<file path="src/rtl/bcd_comparator_seq_if.sv">
// Request/result bundle for the sequential packed-BCD magnitude comparator.
// The master issues start with operands; the slave returns status and result flags.
interface bcd_comparator_seq_if #(
    parameter int DIGITS = 4
);
    logic                  start;
    logic [4*DIGITS-1:0]   a;
    logic [4*DIGITS-1:0]   b;
    logic                  busy;
    logic                  done;
    logic                  a_gt_b;
    logic                  a_lt_b;
    logic                  a_eq_b;
    logic                  bcd_err;

    modport master (
        output start, a, b,
        input  busy, done, a_gt_b, a_lt_b, a_eq_b, bcd_err
    );

    modport slave (
        input  start, a, b,
        output busy, done, a_gt_b, a_lt_b, a_eq_b, bcd_err
    );
endinterface

</file>
<file path="src/rtl/bcd_comparator_seq.sv">
// Sequential packed-BCD comparator: captures two operands, validates every digit,
// then walks digit pairs MSD first, exiting on the first difference.
module bcd_comparator_seq #(
    parameter int DIGITS = 4
) (
    input  logic                 clk,
    input  logic                 rst_n,
    bcd_comparator_seq_if.slave  bus
);

    localparam int W     = 4 * DIGITS;
    localparam int IDX_W = (DIGITS > 1) ? $clog2(DIGITS) : 1;
    localparam logic [IDX_W-1:0] IDX_MAX = IDX_W'(DIGITS - 1);

    typedef enum logic [1:0] {
        IDLE    = 2'd0,
        COMPARE = 2'd1,
        DONE    = 2'd2
    } state_t;

    state_t           state_q, state_d;
    logic [W-1:0]     a_q, a_d;
    logic [W-1:0]     b_q, b_d;
    logic [IDX_W-1:0] idx_q, idx_d;
    logic             gt_q, gt_d;
    logic             lt_q, lt_d;
    logic             eq_q, eq_d;
    logic             err_q, err_d;

    logic             in_bad;
    logic [3:0]       dig_a;
    logic [3:0]       dig_b;

    // Validity is judged on the values being captured so the error path can
    // skip COMPARE on the capture edge itself.
    always_comb begin
        in_bad = 1'b0;
        for (int unsigned i = 0; i < DIGITS; i++) begin
            if (bus.a[4*i +: 4] > 4'd9 || bus.b[4*i +: 4] > 4'd9) begin
                in_bad = 1'b1;
            end
        end
    end

    always_comb begin
        dig_a = a_q[4*idx_q +: 4];
        dig_b = b_q[4*idx_q +: 4];
    end

    always_comb begin
        state_d = state_q;
        a_d     = a_q;
        b_d     = b_q;
        idx_d   = idx_q;
        gt_d    = gt_q;
        lt_d    = lt_q;
        eq_d    = eq_q;
        err_d   = err_q;

        case (state_q)
            IDLE: begin
                if (bus.start) begin
                    a_d   = bus.a;
                    b_d   = bus.b;
                    idx_d = IDX_MAX;
                    gt_d  = 1'b0;
                    lt_d  = 1'b0;
                    eq_d  = 1'b0;
                    err_d = in_bad;
                    state_d = in_bad ? DONE : COMPARE;
                end
            end
            COMPARE: begin
                if (dig_a > dig_b) begin
                    gt_d    = 1'b1;
                    state_d = DONE;
                end else if (dig_a < dig_b) begin
                    lt_d    = 1'b1;
                    state_d = DONE;
                end else if (idx_q == '0) begin
                    eq_d    = 1'b1;
                    state_d = DONE;
                end else begin
                    idx_d = idx_q - 1'b1;
                end
            end
            DONE: begin
                state_d = IDLE;
            end
            default: begin
                state_d = IDLE;
            end
        endcase
    end

    always_ff @(posedge clk or negedge rst_n) begin
        if (!rst_n) begin
            state_q <= IDLE;
            a_q     <= '0;
            b_q     <= '0;
            idx_q   <= '0;
            gt_q    <= 1'b0;
            lt_q    <= 1'b0;
            eq_q    <= 1'b0;
            err_q   <= 1'b0;
        end else begin
            state_q <= state_d;
            a_q     <= a_d;
            b_q     <= b_d;
            idx_q   <= idx_d;
            gt_q    <= gt_d;
            lt_q    <= lt_d;
            eq_q    <= eq_d;
            err_q   <= err_d;
        end
    end

    assign bus.busy    = (state_q != IDLE);
    assign bus.done    = (state_q == DONE);
    assign bus.a_gt_b  = gt_q;
    assign bus.a_lt_b  = lt_q;
    assign bus.a_eq_b  = eq_q;
    assign bus.bcd_err = err_q;

endmodule

</file>
<file path="src/flat_wrapper.sv">
// flat-port wrapper written by rule: the top's interface ports become plain ports
module bcd_comparator_seq_flat 
#(
    parameter int DIGITS = 4
)
  (clk, rst_n, bus_start, bus_a, bus_b, bus_busy, bus_done, bus_a_gt_b, bus_a_lt_b, bus_a_eq_b, bus_bcd_err);
  bcd_comparator_seq_if #(.DIGITS(DIGITS)) bus_i ();
  input  logic clk;
  input  logic rst_n;
  input wire logic [$bits(bus_i.start)-1:0] bus_start;
  input wire logic [$bits(bus_i.a)-1:0] bus_a;
  input wire logic [$bits(bus_i.b)-1:0] bus_b;
  output wire logic [$bits(bus_i.busy)-1:0] bus_busy;
  output wire logic [$bits(bus_i.done)-1:0] bus_done;
  output wire logic [$bits(bus_i.a_gt_b)-1:0] bus_a_gt_b;
  output wire logic [$bits(bus_i.a_lt_b)-1:0] bus_a_lt_b;
  output wire logic [$bits(bus_i.a_eq_b)-1:0] bus_a_eq_b;
  output wire logic [$bits(bus_i.bcd_err)-1:0] bus_bcd_err;
  assign bus_i.start = bus_start;
  assign bus_i.a = bus_a;
  assign bus_i.b = bus_b;
  assign bus_busy = bus_i.busy;
  assign bus_done = bus_i.done;
  assign bus_a_gt_b = bus_i.a_gt_b;
  assign bus_a_lt_b = bus_i.a_lt_b;
  assign bus_a_eq_b = bus_i.a_eq_b;
  assign bus_bcd_err = bus_i.bcd_err;
  bcd_comparator_seq #(.DIGITS(DIGITS)) u_core (.clk(clk), .rst_n(rst_n), .bus(bus_i));
endmodule
</file>
<file path="config.mk">
export PLATFORM = sky130hd
export DESIGN_NAME = bcd_comparator_seq_flat
export DESIGN_NICKNAME = d
export VERILOG_FILES = /design/src/rtl/bcd_comparator_seq_if.sv /design/src/rtl/bcd_comparator_seq.sv /design/src/flat_wrapper.sv
export SDC_FILE = /design/constraint.sdc
export NUM_CORES = 1
export LEC_CHECK = 0
export BUFFER_PORTS_ARGS = -buffer_cell sky130_fd_sc_hd__clkbuf_2
export CAP_MARGIN = 30
export CORE_AREA = 2 2 79 111
export DETAILED_ROUTE_END_ITERATION = 6
export DIE_AREA = 0 0 81 113
export PLACE_DENSITY = 0.5
export SLEW_MARGIN = 20
export SYNTH_ARGS = -nofsm -noshare
export SYNTH_HDL_FRONTEND = slang
export SYNTH_SLANG_ARGS = --single-unit
</file>
<file path="constraint.sdc">
create_clock -name clk -period 4.65 [get_ports clk]
set_input_delay 0.2325 -clock clk [delete_from_list [all_inputs] [get_ports clk]]
set_output_delay 0.2325 -clock clk [all_outputs]
set_load 0.02 [all_outputs]
</file>
; ---- Yosys cells after proc, flatten, opt, wreduce, memory -nomap -nowiden
; Index checks and enable logic that the tools add are counted.
[word_totals]
register_bits = 40
in_bits = 35
out_inout_bits = 6
[classes]
add_sub_neg = 1
magnitude_cmp = 10
n_eq_ne = 10
shift = 2
mux = 25
n_reduce_logical = 14
[op_table]
columns = operator, count
row1 = $gt A4 B4 Y1 const B, 8
row2 = $shiftx A16 B5 Y4, 2
row3 = $mux W2, 9
row4 = $mux W1, 11
row5 = $reduce_and A5 Y1, 2
row6 = $ne A2 B2 Y1 const B, 4
row7 = $pmux W2 S2, 2
row8 = $ne A2 B1 Y1 const B, 3
row9 = $pmux W1 S2, 3
row10 = $gt A4 B4 Y1, 1
row11 = $logic_not A2 Y1, 2
row12 = $logic_or A1 B1 Y1, 4
row13 = $lt A4 B4 Y1, 1
row14 = $ne A4 B1 Y1 const B, 1
row15 = $reduce_and A2 Y1, 2
row16 = $reduce_and A4 Y1, 1
row17 = $reduce_bool A2 Y1, 2
row18 = $reduce_and A3 Y1, 1
row19 = $eq A2 B1 Y1 const B, 1
row20 = $eq A2 B2 Y1 const B, 1
row21 = $sub A2 B1 Y2 const B, 1

; ---- Logic depth before layout (Yosys ltp)
; Gate-level depths: netlist (run 1).
[logic_depth]
ltp_word = 9
mapped_depth = 8
mapped_depth_nobuf = 7

; ---- Least setup slack after synthesis (run 1)
; Ideal clock, no wire load.
[synth_timing]
path_kind = register to register
startpoint = reg u_core.idx_q[0]
endpoint = reg u_core.idx_q[1]
setup_ns = 0.065
t_arrival_ns = 2.169
path_slack_ns = 2.416
path_stages_with_launch = 8
path_buffers = 1
synth_period_minus_slack_ns = 2.234
cell_sequence = dfrtp_1 > buf_2 > mux4_2 > ha_1 > nor2b_1 > o41ai_4 > mux2i_1 > o22a_1
[synth_between]
elab_chain_len = 5
[synth_rtl]
columns = item, line_no
row1 = start: declaration, bcd_comparator_seq.sv:24  ; logic [IDX_W-1:0] idx_q, idx_d;
row2 = start signal: assignment, bcd_comparator_seq.sv:110  ; idx_q <= idx_d;
row3 = "parallel branches: the longest is 5 deep, another holds $gt A4 B4 Y1", --
; Parallel ways; which one is timed is not known. The select of a mux whose other input is x is not followed.
; A chain may end at the register's enable or synchronous reset.

; ---- Worst setup path in the final report (run 1)
; Ends and elaborated chain as after synthesis.

==> qor.tcl, run 1 <==
set qor(synth_fa_ha_area_share_pct) 3.18
set qor(outcome) {finished clean}
set qor(cp-start-kind) {flip-flop}
set qor(fp.dieW_um) 81
set qor(clkTransAtPathRegs_ns) 0.06
set qor(die_y_um) 113
set qor(finalWorstPathRequiredPeriod_ns) 2.55
set qor(worst_tran_pin_value_ns) 0.553
set qor(drtIter0Drc) 57
set qor(dominantRegCellSynth) {sky130_fd_sc_hd__dfrtp_1}
set qor(grt_setup_unrepaired) {no}
set qor(synth_top_family_by_area) {simple AND/OR/NAND/NOR gates}
set qor(criticalPathCategory) {reg2reg}
set qor(pre_repair_dr_iteration_count) 4
set qor(first_pass_grt_wire_length_um) 8050
set qor(synthesis.area_mm2) 0.00197
set qor(cts_max_path_buffers) 2
set qor(cp-end-kind) {flip-flop}
set qor(synth_warnings) 0
set qor(critPathBufInv) 0
set qor(average_footprint_of_a_synthesized_cell_um2) 9.47
set qor(drv.max_cap_violation_count) 0
set qor(row_count) 39
set qor(diodes) 0
set qor(clock_latency_ns) 0.28
set qor(post_cts_buffers) 0
set qor(leakage_dissipation_uw) 0.00128
set qor(synth.lib_cells_used.distinct) 30
set qor(slowest_delay_ns) 0.65
set qor(grt.total_usage_pct) 11.3
set qor(power.density_cell_area_mw_per_mm2) 382
set qor(post_synth_inst_count) 208
set qor(clock-skew-final_ns) 0.00381
set qor(number_of_nets_in_the_finished_design) 289
set qor(cp_cell_sequence) {mux4_2 > ha_1 > nor2b_1 > o41ai_4 > mux2i_1 > o22a_1}
set qor(max_slew_margin_pct) 63.1
set qor(critPathArrivalTime_ns) 2.77
set qor(count_of_filler_cells_inserted_in_the_layout) 900
set qor(detailedPlacementHpwl_um) 3510
set qor(totalNegativeSetupSlack_ns) 0
set qor(floorplan.core_area_mm2) 0.00810
set qor(post_layout_nonfiller_instances) 352
set qor(synthArstFlopShare_pct) 100
set qor(postRouteAntennaNets) 0
set qor(first_global_vias) 1646
set qor(fp.dieArea_mm2) 0.00915
set qor(area.growth.synth_to_final_pct) 23.8
set qor(slew_violations) 0
set qor(tritoncts) {yes}
set qor(synth_simple_gate_area_share_pct) 23.3
set qor(drive_gt1_share_pct) 25.2
set qor(edff_count_synth) 0
set qor(peakVddDrop_mv) 0.199
set qor(final_common_cell) {sky130_fd_sc_hd__nand2_1}
set qor(layout.cells.most_common_list) {98 x sky130_fd_sc_hd__nand2_1, 40 x sky130_fd_sc_hd__clkbuf_2, 40 x sky130_fd_sc_hd__dfrtp_1}
set qor(tritoncts.num_buffers) 5
set qor(cts-htree-levels) 2
set qor(yosys_register_bits) 40
set qor(grt_overflow) 0
set qor(vias_per_cell) 4.39
set qor(cell_type_group_with_the_largest_total_delay_on_the_critical_path) {multiplexers}
set qor(hold_violations) 0
set qor(cpMaxStageDelayCell) {sky130_fd_sc_hd__dfrtp_1}
set qor(wl_per_cell_um) 13.0
set qor(maxClockFrequency_ghz) 0.392
set qor(clock_sink_count) 40
set qor(placed_instances) 343
set qor(synth_compound_area_share_pct) 8.45
set qor(root_buffer_cell) {sky130_fd_sc_hd__clkbuf_16}
set qor(syn-num-nets) 248
set qor(antenna_found_initial) 0
set qor(num_vias) 1547
set qor(post_route_fraction_of_the_period_consumed_by_the_critical_path_pct) 54.8
set qor(place.port_buffers) 40
set qor(data_required_time_at_the_worst_endpoint_ns) 4.87
set qor(pin_count_of_the_biggest_net_entering_global_routing) 37
set qor(post_synth_xor_area_fraction_pct) 0
set qor(report.final.setup_viol) 0
set qor(ys_seq_area_share_pct) 50.8
set qor(muxShareOfSynthArea_pct) 9.66
set qor(routabilityCongestion) 0.753
set qor(hold_path.class) {in2reg}
set qor(io_pins) 41
set qor(worstPathMaxFanout) 9
set qor(initial_utilization_pct) 24.3
set qor(residual_drc) 0
set qor(drt_wl_total_um) 4560
[per-stage QoR]
stage / cell area [um^2] / total power, uW / utilization (%) / hold slack, ns / setup slack (ns)
6_report: 2440 / 930 / 30.1 / 0.148 / 2.10
4_1_cts: 2440 / 943 / 30.1 / 0.152 / 2.04
3_5_place_dp: 2280 / 593 / 28.1 / 0.246 / 2.10
5_1_grt: 2440 / 984 / 30.1 / 0.156 / 1.91
3_3_place_gp: 2250 / 587 / 27.8 / 0.437 / 2.16
2_1_floorplan: 1970 / 533 / - / -0.0631 / 2.42
[layout make-up]
type / count / area [um^2] / area share, %
Sequential cell: 40 / 1000 / 41.1
Multi-Input combinational cell: 150 / 877 / 36.0
Tap cell: 102 / 128 / 5.24
Clock inverter: 2 / 10.0 / 0.411
Timing Repair Buffer: 44 / 253 / 10.4
Clock buffer: 6 / 139 / 5.70
Inverter: 8 / 30.0 / 1.23
[final timing paths]
kind,slack (ns),startpoint,end,cells past startpoint
min in group asynchronous,0.48,rst_n,u_core.bus.bcd_err,2
max in group asynchronous,3.68,rst_n,u_core.b_q[11],3
setup / recovery,2.10,u_core.idx_q[0],u_core.idx_q[1],6
setup reg to reg,2.10,u_core.idx_q[0],u_core.idx_q[1],6
hold / removal,0.15,bus_a[0],u_core.a_q[0],3
hold reg to reg,0.47,u_core.a_q[8],u_core.a_q[8],2
[synthesized netlist by cell type (all sizes together) (2+ instances only)]
cell type  number  area share [%]
a21oi           2            0.51
nor2            5             1.1
dfrtp          40              51
mux4            8             9.1
o21ai          10             2.5
ha              5             3.2
nand2          98              19
o22ai           2            0.64
o31ai           3             1.1
nand4           2            0.64
nor2b           2            0.64
clkbuf          2            0.38
inv             8             1.5
buf             8             2.7
[routing by layer]
layer	up-vias	part of all wire [%]	global-route usage, %
li1	770	-	-
met1	743	43	14.1
met2	30	52	19.4
met3	4	4.1	2.31
met4	0	1.3	3.73
met5	-	0	0
[worst register-to-register path: stages, from the launching register on]
cell                      delay (ns)
sky130_fd_sc_hd__dfrtp_1        0.65
sky130_fd_sc_hd__mux4_2         0.57
sky130_fd_sc_hd__ha_1           0.32
sky130_fd_sc_hd__nor2b_1        0.18
sky130_fd_sc_hd__o41ai_4        0.37
sky130_fd_sc_hd__mux2i_1        0.25
sky130_fd_sc_hd__o22a_1         0.15
[registers in the layout, summed over array words and instances, names as in the netlist]
signal,cells
u_core.a_q,16
u_core.b_q,16
u_core.idx_q,2
u_core.state_q,2
u_core.bus.a_eq_b,1
u_core.bus.a_gt_b,1
u_core.bus.a_lt_b,1
u_core.bus.bcd_err,1
[power breakdown]
| group | internal [uW] | switching, uW |
|---|---|---|
| logic | 76.4 | 88.0 |
| registers | 393 | 27.4 |
| clock network | 211 | 135 |
[kinds of logic after synthesis]
logic type / Yosys count
muxes: 9
adders and majority gates: 5
DFF: 40
and+or+nand+nor: 113
buffers and inverters: 18
AOI/OAI and AO/OA: 23
[what timing repair did]
item	4_1_cts	5_1_grt
endpoints found under the hold margin	18	0
resized for setup	0	0
hold buffers	1	0
setup endpoints to repair	0	0
(Power assumes the default switching activity.)
==> run 2, diff against run 1 <==
--- a/config.mk
+++ b/config.mk
@@ -10,7 +10,7 @@
 export CORE_AREA = 2 2 79 111
 export DETAILED_ROUTE_END_ITERATION = 6
 export DIE_AREA = 0 0 81 113
-export PLACE_DENSITY = 0.5
+export PLACE_DENSITY = 0.51
 export SLEW_MARGIN = 20
 export SYNTH_ARGS = -nofsm -noshare
 export SYNTH_HDL_FRONTEND = slang
==> constraint.sdc (replaced) <==
create_clock -name clk -period 2.1 [get_ports clk]
set_input_delay 0.105 -clock clk [delete_from_list [all_inputs] [get_ports clk]]
set_output_delay 0.105 -clock clk [all_outputs]
set_load 0.02 [all_outputs]
==> qor.tcl, run 2 (synthesis gave the netlist of run 1 again) <==
set qor(outcome) {complete, but fails checks}
set qor(violations_in_the_final_reports) {negative setup slack}
set qor(report.final.setup_viol) 5 ;# +5
set qor(postRouteAntennaNets) 0 ;# unchanged
set qor(first_pass_grt_wire_length_um) 8060 ;# +0.17%
set qor(residual_drc) 0 ;# unchanged
set qor(worstPathMaxFanout) 6 ;# -3
set qor(number_of_nets_in_the_finished_design) 298 ;# +3.1%
set qor(grt.total_usage_pct) 11.7 ;# +0.40 points
set qor(max_slew_margin_pct) 62.9 ;# -0.23 points
set qor(worstSetupPathDepth) 8 ;# +2
set qor(pin_count_of_the_biggest_net_entering_global_routing) 36 ;# -2.7%
set qor(fp.dieW_um) 81 ;# unchanged
set qor(cp-start-kind) {flip-flop}
set qor(place.port_buffers) 40 ;# unchanged
set qor(slowest_delay_ns) 0.50 ;# -0.15 ns
set qor(floorplan.core_area_mm2) 0.00810 ;# unchanged
set qor(tritoncts.num_buffers) 5 ;# unchanged
set qor(initial_utilization_pct) 24.3 ;# unchanged
set qor(cpMaxStageDelayCell) {sky130_fd_sc_hd__mux4_2}
set qor(clock-skew-final_ns) 0.00577 ;# +0.00196 ns
set qor(clkTransAtPathRegs_ns) 0.06 ;# about the same
set qor(reg2regPathDepth) 8 ;# +2
set qor(detailedPlacementHpwl_um) 3830 ;# +9.2%
set qor(fp.dieArea_mm2) 0.00915 ;# unchanged
set qor(routabilityCongestion) 0.757 ;# +0.49%
set qor(finalWorstSetupSlack_ns) -0.113 ;# -2.21 ns
set qor(criticalPathCategory) {reg2reg}
set qor(drive_gt1_share_pct) 30.9 ;# +5.7 points
set qor(cts_max_path_buffers) 2 ;# unchanged
set qor(drtIter0Drc) 27 ;# -53%
set qor(layout.cells.most_common_list) {98 x sky130_fd_sc_hd__nand2_1, 40 x sky130_fd_sc_hd__clkbuf_2, 40 x sky130_fd_sc_hd__dfrtp_1}
set qor(maxClockFrequency_ghz) 0.452 ;# +15%
set qor(slew_violations) 0 ;# unchanged
set qor(drt_wl_total_um) 4970 ;# +8.8%
set qor(root_buffer_cell) {sky130_fd_sc_hd__clkbuf_16}
set qor(critPathBufInv) 2 ;# +2
set qor(peakVddDrop_mv) 0.342 ;# +72%
set qor(finalPower_uw) 2120 ;# +130%
set qor(vias_per_cell) 4.27 ;# -2.7%
set qor(antenna_found_initial) 0 ;# unchanged
set qor(worst_tran_pin_value_ns) 0.557 ;# +0.00345 ns
set qor(first_global_vias) 1632 ;# -0.85%
set qor(area.growth.synth_to_final_pct) 29.7
set qor(critPathArrivalTime_ns) 2.43 ;# -0.34 ns
set qor(clock_sink_count) 40 ;# unchanged
set qor(hold_path.class) {in2reg}
set qor(finalWorstPathRequiredPeriod_ns) 2.21 ;# -0.337 ns
set qor(io_pins) 41 ;# unchanged
set qor(dp_worst_setup_slack_ns) -0.144 ;# -2.24 ns
set qor(leakage_dissipation_uw) 0.00133 ;# +3.7%
set qor(power.density_cell_area_mw_per_mm2) 831 ;# +120%
set qor(data_required_time_at_the_worst_endpoint_ns) 2.32 ;# -2.55 ns
set qor(cell_type_group_with_the_largest_total_delay_on_the_critical_path) {multiplexers}
set qor(cp-end-kind) {flip-flop}
set qor(final_common_cell) {sky130_fd_sc_hd__nand2_1}
set qor(drv.max_cap_violation_count) 0 ;# unchanged
set qor(totalNegativeSetupSlack_ns) -0.392 ;# -0.392 ns
set qor(cp_cell_sequence) {buf_12 > mux4_2 > inv_2 > ha_4 > nor2b_4 > o41ai_4 > mux2i_1 > o22a_1}
set qor(grt_setup_unrepaired) {yes}
set qor(reg.largest.list) {u_core.a_q (16), u_core.b_q (16)}
set qor(die_y_um) 113 ;# unchanged
set qor(cts-htree-levels) 2 ;# unchanged
set qor(wl_per_cell_um) 13.8 ;# +6.1%
set qor(grt_overflow) 0 ;# unchanged
set qor(pre_repair_dr_iteration_count) 4 ;# unchanged
set qor(row_count) 39 ;# unchanged
set qor(holdWs_ns) 0.0141 ;# -0.134 ns
set qor(hold_violations) 0 ;# unchanged
set qor(post_route_fraction_of_the_period_consumed_by_the_critical_path_pct) 105 ;# +51 points
set qor(hold_depth) 3 ;# unchanged
set qor(clock_latency_ns) 0.28 ;# about the same
set qor(num_vias) 1543 ;# -0.26%
set qor(tritoncts) {yes}
set qor(diodes) 0 ;# unchanged
[run 2: cell count changes in the layout (fill, tap and decap cells not counted), sizes merged]
cell / change
clkbuf: -1
buf: +9
clkinv: +1
[run 2: timing repair]
item / in CTS / in global routing
hold buffers: 1 / 0
gates resized for setup: 7 / 1
endpoints found under the setup margin: 5 / 7
setup buffers: 0 / 0
pin swaps: 3 / 2
hold endpoints to repair: 9 / 0
[run 2: worst reg2reg max path, cell delays in order (launching register included)]
cell,delay [ns]
sky130_fd_sc_hd__dfrtp_1,0.38
sky130_fd_sc_hd__buf_12,0.13
sky130_fd_sc_hd__mux4_2,0.50
sky130_fd_sc_hd__inv_2,0.08
sky130_fd_sc_hd__ha_4,0.20
sky130_fd_sc_hd__nor2b_4,0.13
sky130_fd_sc_hd__o41ai_4,0.34
sky130_fd_sc_hd__mux2i_1,0.25
sky130_fd_sc_hd__o22a_1,0.14
[run 2: metrics by stage]
stage,cell area (um^2),utilization (%),instances
2_1_floorplan,2000,-,208
3_3_place_gp,2370,29.3,352
3_5_place_dp,2370,29.3,352
4_1_cts,2550,31.5,361
5_1_grt,2550,31.5,361
6_report,2550,31.5,361
[run 2: path summary, 6_finish.rpt]
check,start,endpoint,slack (ns)
setup / recovery,u_core.idx_q[0],u_core.idx_q[1],-0.11
hold / removal,bus_a[8],u_core.a_q[8],0.01
setup reg to reg,u_core.idx_q[0],u_core.idx_q[1],-0.11
hold reg to reg,u_core.b_q[6],u_core.b_q[6],0.47
max in group asynchronous,rst_n,u_core.b_q[0],1.20
min in group asynchronous,rst_n,u_core.state_q[0],0.22
[run 2: power by group]
group | leakage [uW] | switching [uW] | internal (uW) | total (uW)
Clock | 0.0000736 | 318 | 438 | 756
Sequential | 0.000488 | 64.0 | 869 | 933
Combinational | 0.000771 | 218 | 215 | 432
Total | 0.00133 | 599 | 1520 | 2120
[run 2: final cells by class]
class	instances	area, um^2
sequential	40	1000
inverter	8	30.0
clock inverter	3	18.8
multi-input combinational	150	922
timing repair buffer	53	329
tap	102	128
clock buffer	5	125
fill	882	5550
[run 2: layer usage]
| metal | part of all wire (%) | up-vias | GRT usage, % |
|---|---|---|---|
| met4 | 1.5 | 0 | 3.95 |
| met5 | 0 | - | 0 |
| met1 | 44 | 730 | 14.1 |
| met2 | 52 | 28 | 20.3 |
| li1 | - | 779 | - |
| met3 | 3.1 | 6 | 2.79 |
==> run 3, diff against run 2 <==
--- a/config.mk
+++ b/config.mk
@@ -7,10 +7,14 @@
 export LEC_CHECK = 0
 export BUFFER_PORTS_ARGS = -buffer_cell sky130_fd_sc_hd__clkbuf_2
 export CAP_MARGIN = 30
+export CELL_PAD_IN_SITES_DETAIL_PLACEMENT = 1
+export CELL_PAD_IN_SITES_GLOBAL_PLACEMENT = 2
 export CORE_AREA = 2 2 79 111
+export CTS_CLUSTER_DIAMETER = 60
 export DETAILED_ROUTE_END_ITERATION = 6
 export DIE_AREA = 0 0 81 113
-export PLACE_DENSITY = 0.51
+export PLACE_DENSITY = 0.71
+export SKIP_LAST_GASP = 1
 export SLEW_MARGIN = 20
 export SYNTH_ARGS = -nofsm -noshare
 export SYNTH_HDL_FRONTEND = slang
==> qor.tcl, run 3 (synthesis gave the netlist of run 1 again) <==
set qor(placed_instances) 353 ;# +0.28%
set qor(floorplan.core_area_mm2) 0.00810 ;# unchanged
set qor(pre_repair_dr_iteration_count) 3 ;# -1
set qor(postRouteAntennaNets) 0 ;# unchanged
set qor(clkTransAtPathRegs_ns) 0.06 ;# about the same
set qor(placed_area_mm2) 0.00235 ;# -0.74%
set qor(violations_in_the_final_reports) {negative setup slack}
set qor(antenna_found_initial) 0 ;# unchanged
set qor(layout.cells.most_common_list) {98 x sky130_fd_sc_hd__nand2_1, 40 x sky130_fd_sc_hd__clkbuf_2, 40 x sky130_fd_sc_hd__dfrtp_1}
set qor(root_buffer_cell) {sky130_fd_sc_hd__clkbuf_16}
set qor(initial_utilization_pct) 24.3 ;# unchanged
set qor(tritoncts.num_buffers) 5 ;# unchanged
set qor(clock_latency_ns) 0.28 ;# about the same
set qor(leakage_dissipation_uw) 0.00134 ;# +0.58%
set qor(maxClockFrequency_ghz) 0.443 ;# -2.0%
set qor(clock_sink_count) 40 ;# unchanged
set qor(number_of_nets_in_the_finished_design) 301 ;# +1.0%
set qor(criticalPathCategory) {reg2reg}
set qor(place.port_buffers) 40 ;# unchanged
set qor(post_layout_nonfiller_instances) 364 ;# +0.83%
set qor(clock-skew-final_ns) 0.00568 ;# -0.0000864 ns
set qor(reg.largest.list) {u_core.a_q (16), u_core.b_q (16)}
set qor(max_slew_margin_pct) 71.2 ;# +8.3 points
set qor(hold_violations) 0 ;# unchanged
set qor(grt_overflow) 0 ;# unchanged
set qor(slew_violations) 0 ;# unchanged
set qor(vias_per_cell) 4.40 ;# +3.0%
set qor(outcome) {complete, but fails checks}
set qor(count_of_filler_cells_inserted_in_the_layout) 998 ;# +13%
set qor(worstPathMaxFanout) 5 ;# -1
set qor(die_y_um) 113 ;# unchanged
set qor(pin_count_of_the_biggest_net_entering_global_routing) 36 ;# unchanged
set qor(final_design_area_excluding_fillers_mm2) 0.00257 ;# +0.83%
set qor(diodes) 0 ;# unchanged
set qor(tritoncts) {yes}
set qor(peakVddDrop_mv) 0.388 ;# +14%
set qor(grt_setup_unrepaired) {yes}
set qor(final_core_util_pct) 31.8 ;# +0.26 points
set qor(row_count) 39 ;# unchanged
set qor(hold_path.class) {in2reg}
set qor(cts_max_path_buffers) 2 ;# unchanged
set qor(cp-end-kind) {flip-flop}
set qor(routabilityCongestion) 0.821 ;# +8.5%
set qor(worst_tran_pin_value_ns) 0.430 ;# -0.126 ns
set qor(wl_per_cell_um) 14.3 ;# +4.3%
set qor(grt.total_usage_pct) 12.7 ;# +1.0 points
set qor(finalWorstSetupSlack_ns) -0.157 ;# -0.0443 ns
set qor(data_required_time_at_the_worst_endpoint_ns) 2.32 ;# about the same
set qor(first_global_vias) 1799 ;# +10%
set qor(num_vias) 1602 ;# +3.8%
set qor(power.density_cell_area_mw_per_mm2) 839 ;# +0.96%
set qor(multi_input_area_um2) 937 ;# +1.6%
set qor(cp-start-kind) {flip-flop}
set qor(first_pass_grt_wire_length_um) 8840 ;# +9.7%
set qor(report.final.setup_viol) 6 ;# +1
set qor(drv.max_cap_violation_count) 0 ;# unchanged
set qor(area.growth.synth_to_final_pct) 30.7
set qor(dp_worst_setup_slack_ns) -0.176 ;# -0.0329 ns
set qor(fp.dieW_um) 81 ;# unchanged
set qor(post_route_fraction_of_the_period_consumed_by_the_critical_path_pct) 107 ;# +2.1 points
set qor(drtIter0Drc) 41 ;# +52%
set qor(residual_drc) 0 ;# unchanged
set qor(final_common_cell) {sky130_fd_sc_hd__nand2_1}
set qor(drt_wl_total_um) 5220 ;# +5.1%
set qor(drive_gt1_share_pct) 32.8 ;# +1.9 points
set qor(finalWorstPathRequiredPeriod_ns) 2.26 ;# +0.0443 ns
set qor(critPathArrivalTime_ns) 2.47 ;# +0.04 ns
set qor(cts-htree-levels) 2 ;# unchanged
set qor(register_area_mm2) 0.00100 ;# unchanged
set qor(fp.dieArea_mm2) 0.00915 ;# unchanged
set qor(io_pins) 41 ;# unchanged
set qor(detailedPlacementHpwl_um) 4220 ;# +10%
## run 3: stage by stage
stage                     hold WS [ns]  setup TNS [ns]  total power (uW)
after floorplan                 -0.191         -0.0668              1200
after global placement          0.0574          -0.389              1360
after detailed placement        0.0575          -0.648              1380
after CTS                       0.0179          -0.491              2170
after global routing            0.0209           -1.09              2290
final                           0.0181          -0.567              2160
## run 3: what timing repair did
item	CTS	global route
gates cloned	0	0
endpoints found under the setup margin	6	7
hold buffers	1	0
setup buffers	0	2
pin swaps	1	2
hold endpoints to repair	15	0
resized for setup	7	5
## run 3: layer usage
| metal | part of all wire [%] | wire length (um) | track usage (%) | up-vias |
|---|---|---|---|---|
| li1 | - | - | - | 789 |
| met1 | 40 | 2070 | 14.9 | 783 |
| met2 | 56 | 2930 | 23.0 | 25 |
| met3 | 2.8 | 145 | 2.07 | 5 |
| met4 | 1.5 | 76 | 4.52 | 0 |
| met5 | 0 | 0 | 0 | - |
## run 3: worst paths after layout
path / startpoint / end / slack [ns] / depth (start not counted)
max: u_core.idx_q[0] / u_core.idx_q[1] / -0.16 / 7
min: bus_a[0] / u_core.a_q[0] / 0.02 / 3
max reg2reg: u_core.idx_q[0] / u_core.idx_q[1] / -0.16 / 7
min reg2reg: u_core.a_q[1] / u_core.a_q[1] / 0.47 / 2
max in group asynchronous: rst_n / u_core.b_q[1] / 1.14 / 3
min in group asynchronous: rst_n / u_core.a_q[12] / 0.29 / 2
## run 3: critical path, cell delays in order (launching register included)
cell and delay, ns:
sky130_fd_sc_hd__dfrtp_1 0.41, sky130_fd_sc_hd__buf_6 0.15, sky130_fd_sc_hd__mux4_2 0.52, sky130_fd_sc_hd__ha_4 0.24, sky130_fd_sc_hd__nor2b_4 0.13, sky130_fd_sc_hd__o41ai_4 0.36, sky130_fd_sc_hd__mux2i_1 0.24, sky130_fd_sc_hd__o22a_1 0.14
## run 3: final cells by class
class | instances | share of cell area [%]
clock buffers | 6 | 5.39
clock inverters | 2 | 0.389
inverters | 8 | 1.17
multi-input cells | 150 | 36.4
flip-flops and latches | 40 | 38.9
well taps | 102 | 4.96
repair buffers | 56 | 12.8
## run 3: power by group
group | switching (uW) | total, uW | leakage (uW) | internal (uW)
Clock | 293 | 760 | 0.0000766 | 468
Sequential | 63.4 | 933 | 0.000488 | 870
Combinational | 230 | 466 | 0.000775 | 236
Total | 586 | 2160 | 0.00134 | 1570
